### config.mk
export PLATFORM = sky130hd
export DESIGN_NAME = unidade_mult_div
export DESIGN_NICKNAME = d
export VERILOG_FILES = /design/src/rtl/unidade_mult_div.sv
export SDC_FILE = /design/constraint.sdc
export NUM_CORES = 1
export LEC_CHECK = 0
export CELL_PAD_IN_SITES_DETAIL_PLACEMENT = 2
export CELL_PAD_IN_SITES_GLOBAL_PLACEMENT = 2
export CORE_MARGIN = 4
export CORE_UTILIZATION = 30
export DETAILED_ROUTE_END_ITERATION = 12
export PLACE_DENSITY = 0.79
export RECOVER_POWER = 25
export SYNTH_ARGS = -nofsm -noshare
export SYNTH_HDL_FRONTEND = slang
export SYNTH_SLANG_ARGS = --single-unit
export TNS_END_PERCENT = 50
### constraint.sdc
create_clock -name clk -period 3.42 [get_ports clk]
set_clock_uncertainty 0.05 [all_clocks]
set_input_delay 0.342 -clock clk [delete_from_list [all_inputs] [get_ports clk]]
set_output_delay 0.342 -clock clk [all_outputs]
set_load 0.01 [all_outputs]
### src/rtl/unidade_mult_div.sv
// Iterative MULT/MULTU/DIV/DIVU unit with architectural HI/LO; MULT_DIV_SIGNED_EN builds signed ops.
// Latency: start at edge N, result in HI/LO and done pulse at edge N+33.
// Backpressure: busy high from edge N through N+32; start/mthi/mtlo ignored while busy.
module unidade_mult_div #(
  parameter int WIDTH = 32
) (
  input  logic             clk,
  input  logic             rst_n,
  input  logic             start,
  input  logic [1:0]       op,
  input  logic [WIDTH-1:0] a,
  input  logic [WIDTH-1:0] b,
  input  logic             mthi,
  input  logic             mtlo,
  input  logic [WIDTH-1:0] wdata,
  output logic             busy,
  output logic             done,
  output logic [WIDTH-1:0] hi,
  output logic [WIDTH-1:0] lo
);

  typedef enum logic [1:0] {IDLE, RUN, FIX} state_t;
  localparam int CW = $clog2(WIDTH);

  state_t state, nextState;
  logic [CW-1:0]      cnt;
  logic               isDiv, divZero, ge;
  logic [WIDTH-1:0]   opnd, upper, lower, magA, magB;
  logic [WIDTH-1:0]   nextRem, quo, rem, resHi, resLo;
  logic [WIDTH:0]     addSum, shifted;
  logic [2*WIDTH-1:0] prod;

`ifdef MULT_DIV_SIGNED_EN
  logic signA, signB, negRes, negRem;

  assign signA = ~op[0] & a[WIDTH-1];
  assign signB = ~op[0] & b[WIDTH-1];
  assign magA  = signA ? -a : a;
  assign magB  = signB ? -b : b;

  always_ff @(posedge clk or negedge rst_n) begin
    if (!rst_n) begin
      negRes <= 1'b0;
      negRem <= 1'b0;
    end else if (state == IDLE && start) begin
      negRes <= signA ^ signB;
      negRem <= signA;
    end
  end
`else
  // Signed and unsigned opcodes are identical in this build.
  logic unusedOp;
  assign unusedOp = op[0];
  assign magA     = a;
  assign magB     = b;
`endif

  always_ff @(posedge clk or negedge rst_n) begin
    if (!rst_n) state <= IDLE;
    else        state <= nextState;
  end

  always_comb begin
    nextState = state;
    case (state)
      IDLE:    if (start) nextState = RUN;
      RUN:     if (cnt == CW'(WIDTH-1)) nextState = FIX;
      FIX:     nextState = IDLE;
      default: nextState = IDLE;
    endcase
  end

  // upper:lower is the product accumulator for multiply, remainder:dividend/quotient for divide.
  always_comb begin
    addSum  = {1'b0, upper} + (lower[0] ? {1'b0, opnd} : '0);
    shifted = {upper, lower[WIDTH-1]};
    ge      = (shifted >= {1'b0, opnd});
    nextRem = shifted[WIDTH-1:0] - opnd;
    prod    = {upper, lower};
    quo     = lower;
    rem     = upper;
`ifdef MULT_DIV_SIGNED_EN
    if (negRes) begin
      prod = -prod;
      quo  = -quo;
    end
    if (negRem) rem = -rem;
`endif
    resHi = isDiv ? rem : prod[2*WIDTH-1:WIDTH];
    resLo = isDiv ? (divZero ? '1 : quo) : prod[WIDTH-1:0];
  end

  always_ff @(posedge clk or negedge rst_n) begin
    if (!rst_n) begin
      busy    <= 1'b0;
      done    <= 1'b0;
      hi      <= '0;
      lo      <= '0;
      cnt     <= '0;
      isDiv   <= 1'b0;
      divZero <= 1'b0;
      opnd    <= '0;
      upper   <= '0;
      lower   <= '0;
    end else begin
      busy <= (nextState != IDLE);
      done <= 1'b0;
      case (state)
        IDLE: begin
          if (start) begin
            isDiv   <= op[1];
            divZero <= op[1] && (b == '0);
            opnd    <= op[1] ? magB : magA;
            lower   <= op[1] ? magA : magB;
            upper   <= '0;
            cnt     <= '0;
          end else begin
            if (mthi) hi <= wdata;
            if (mtlo) lo <= wdata;
          end
        end
        RUN: begin
          cnt <= cnt + CW'(1);
          if (isDiv) begin
            upper <= ge ? nextRem : shifted[WIDTH-1:0];
            lower <= {lower[WIDTH-2:0], ge};
          end else begin
            upper <= addSum[WIDTH:1];
            lower <= {addSum[0], lower[WIDTH-1:1]};
          end
        end
        FIX: begin
          hi   <= resHi;
          lo   <= resLo;
          done <= 1'b1;
        end
        default: ;
      endcase
    end
  end

endmodule

==> reports/metrics.yaml <==
vias: 12000
drt_iter0_drc: 669
synth_area_mm2: 0.0123
hold_violations: 0
yosysTopAreaCellShare_pct: 34.9
insertion_delay_ns: 0.45
rows: 73
grt_pass1_wl_um: 80700
fin_util_pct: 39.3
hpwl_um: 40400
grtUsageMet1_pct: 31.1
status: "finished with violations"
synth_flop_cell: "dfrtp_1"
antenna_found_initial: 2
crit_path_end_kind: "register"
worstHoldPathType: "reg2reg"
cts_buffer_depth: 2
syn_avg_cell_area_um2: 8.66
wirelength_um: 53200
slowest_delay_ns: 0.42
gp_congestion: 0.908
grt-ovfl-total: 0
p_per_area_mw_per_mm2: 1150
synthArstFlopShare_pct: 100
clk_pin_slew_ns: 0.07
synthMostInstantiatedCell: "nand2_1"
crit_fanout: 3
fin_crit_ns: 3.32
h-tree-depth: 4
crit_top_cell: "inv_1"
fmax_mhz: 301
nets: 1777
use_met3_pct: 3.60
yosys-top-cells-area: "dfrtp_1 35%, mux2i_1 10%, o21ai_0 7.3%, ha_1 6.7%, nand2_1 5.9%"
ir_drop_mv: 0.402
yosysSeqAreaShare_pct: 34.9
period_share_pct: 97.2
final_area_mm2: 0.0158
numCtsBuffers: 17
fill_cells: 4402
cap_violations: 1
ys_types: 73
max_slew.worst_pin.slew_ns: 2.12
fin_tns_setup_ns: 0
portBuffers: 167
grt_busiest_layer: "met2"
regToRegSetupSlack_ns: 0.1
viasPerCell: 5.59
synth_edf_count: 0
chipWidth_um: 210
clockRootBuffer: "clkbuf_16"
core_mm2: 0.0401
area_growth_pct: 28.5
wire_per_inst_um: 24.8
ys_seq_elements: 171
antenna_left: 0
track_usage_pct: 23.3
synth_commonest_cells: "194 x nand2_1, 179 x o21ai_0, 171 x dfrtp_1"
drcViolationCount: 0
synth_nets: 1587
finalSetupViolCount: 0
slowest_stage: "a2111oi_4"
slew_violations: 78
use_met2_pct: 39.3
cellLeakagePower_nw: 6.85
antenna_cells: 0
cp-start-kind: "register"
post_dp_cell_area_mm2: 0.0150
relSlewSlack_pct: -41.5
grt_pass1_vias: 13200
cts_tree: "built"
cts_sinks: 171
crit_type: "reg2reg"
num_io_pins: 169
grt_start_max_net_pins: 79
crit_chain: "inv_1 > ha_2 > inv_1 > fa_2 > a21o_4 > a221oi_4 > o21bai_1 > a41oi_2 > o221ai_2 > a2111oi_4 > o21ai_1 > a311o_1 > o211ai_2"
ys_warn_count: 0
violations: "capacitance limit, slew limit"
first_pass_iters: 5
cp.required_ns: 3.75
dieArea_mm2: 0.0442
initial_core_util_pct: 30.6
critPathArrivalTime_ns: 3.65
chipHeight_um: 210
synthCells: 1416
yosys.area.top_type: "dfrtp_1"
drive_gt1_share_pct: 12.5
report_power, final:
part	internal, W	switching [W]
registers	0.00297	0.00103
clock network	0.00112	0.000923
logic	0.00530	0.00686
total	0.00939	0.00881
worst max-delay path, delay by kind of cell (launching register included):
family / cells / cell delay, ns
AOI/OAI and AO/OA: 9 / 2.12
adders and majority gates: 2 / 0.56
DFF: 1 / 0.38
buffers and inverters: 2 / 0.14
cells by family after synthesis:
| logic type | share of synthesized area, % |
|---|---|
| AOI/OAI and AO/OA | 22.5 |
| xor gates and xnor gates | 3.86 |
| adders and majority gates | 7.06 |
| buffers and inverters | 4.53 |
| DFF | 34.9 |
| muxes | 12.7 |
| and+or+nand+nor | 14.4 |
area by class of cell:
| cell class | instances | area (um2) | share of cell area [%] |
|---|---|---|---|
| sequential | 171 | 4280 | 27.2 |
| tap | 525 | 657 | 4.17 |
| multi-input combinational | 1105 | 7590 | 48.2 |
| clock inverter | 12 | 138 | 0.873 |
| clock buffer | 19 | 453 | 2.87 |
| timing repair buffer | 262 | 2450 | 15.6 |
| inverter | 49 | 184 | 1.17 |
metal layers:
metal	part of all wire [%]	routed length [um]
met5	0.064	34
met4	2.2	1190
met3	3.6	1900
met2	49	26000
met1	45	24100
sequential cells by signal, indices dropped and copies added, names as in the netlist, 2 cells and up:
| name | count |
|---|---|
| cnt | 5 |
| hi | 32 |
| lo | 32 |
| lower | 32 |
| opnd | 32 |
| rem | 32 |
| state | 2 |
cells in the final DEF, fill, tap and decap left out, drive strengths merged, types with 34 or more instances in the layout:
cell type      instances
o21ai                185
dfrtp                171
xnor2                 36
ha                    66
a21oi                 91
mux2i                122
clkdlybuf4s50        165
nand2                194
and2                  37
inv                   52
o22ai                 34
buf                   94
nor2                  65
what timing repair did:
action / CTS / global route
setup buffers: 0 / 7
resized for setup: 2 / 27
pin swaps: 4 / 8
setup endpoints to repair: 3 / 28
hold endpoints to repair: 76 / 0
hold buffers: 1 / 0
worst paths after layout:
path / to / startpoint / cells past startpoint
worst max-delay path: rem[28] / lower[31] / 13
worst max register to register: rem[28] / lower[31] / 13
worst min-delay path: lo[23] / lo[23] / 2
min in group asynchronous: lo[7] / rst_n / 2
worst min register to register: lo[23] / lo[23] / 2
max in group asynchronous: rem[15] / rst_n / 3
metrics by stage:
| stage | total power (W) | hold WS [ns] | setup WS (ns) | instances |
|---|---|---|---|---|
| 2_1_floorplan | 0.0107 | -0.00359 | 0.381 | 1416 |
| 3_3_place_gp | 0.0149 | 0.401 | 0.0628 | 2104 |
| 3_5_place_dp | 0.0155 | 0.411 | -0.00195 | 2104 |
| 4_1_cts | 0.0178 | 0.444 | 0.00219 | 2136 |
| 5_1_grt | 0.0194 | 0.469 | -0.0650 | 2143 |
| 6_report | 0.0182 | 0.437 | 0.0969 | 2143 |
(Power assumes the default switching activity.)
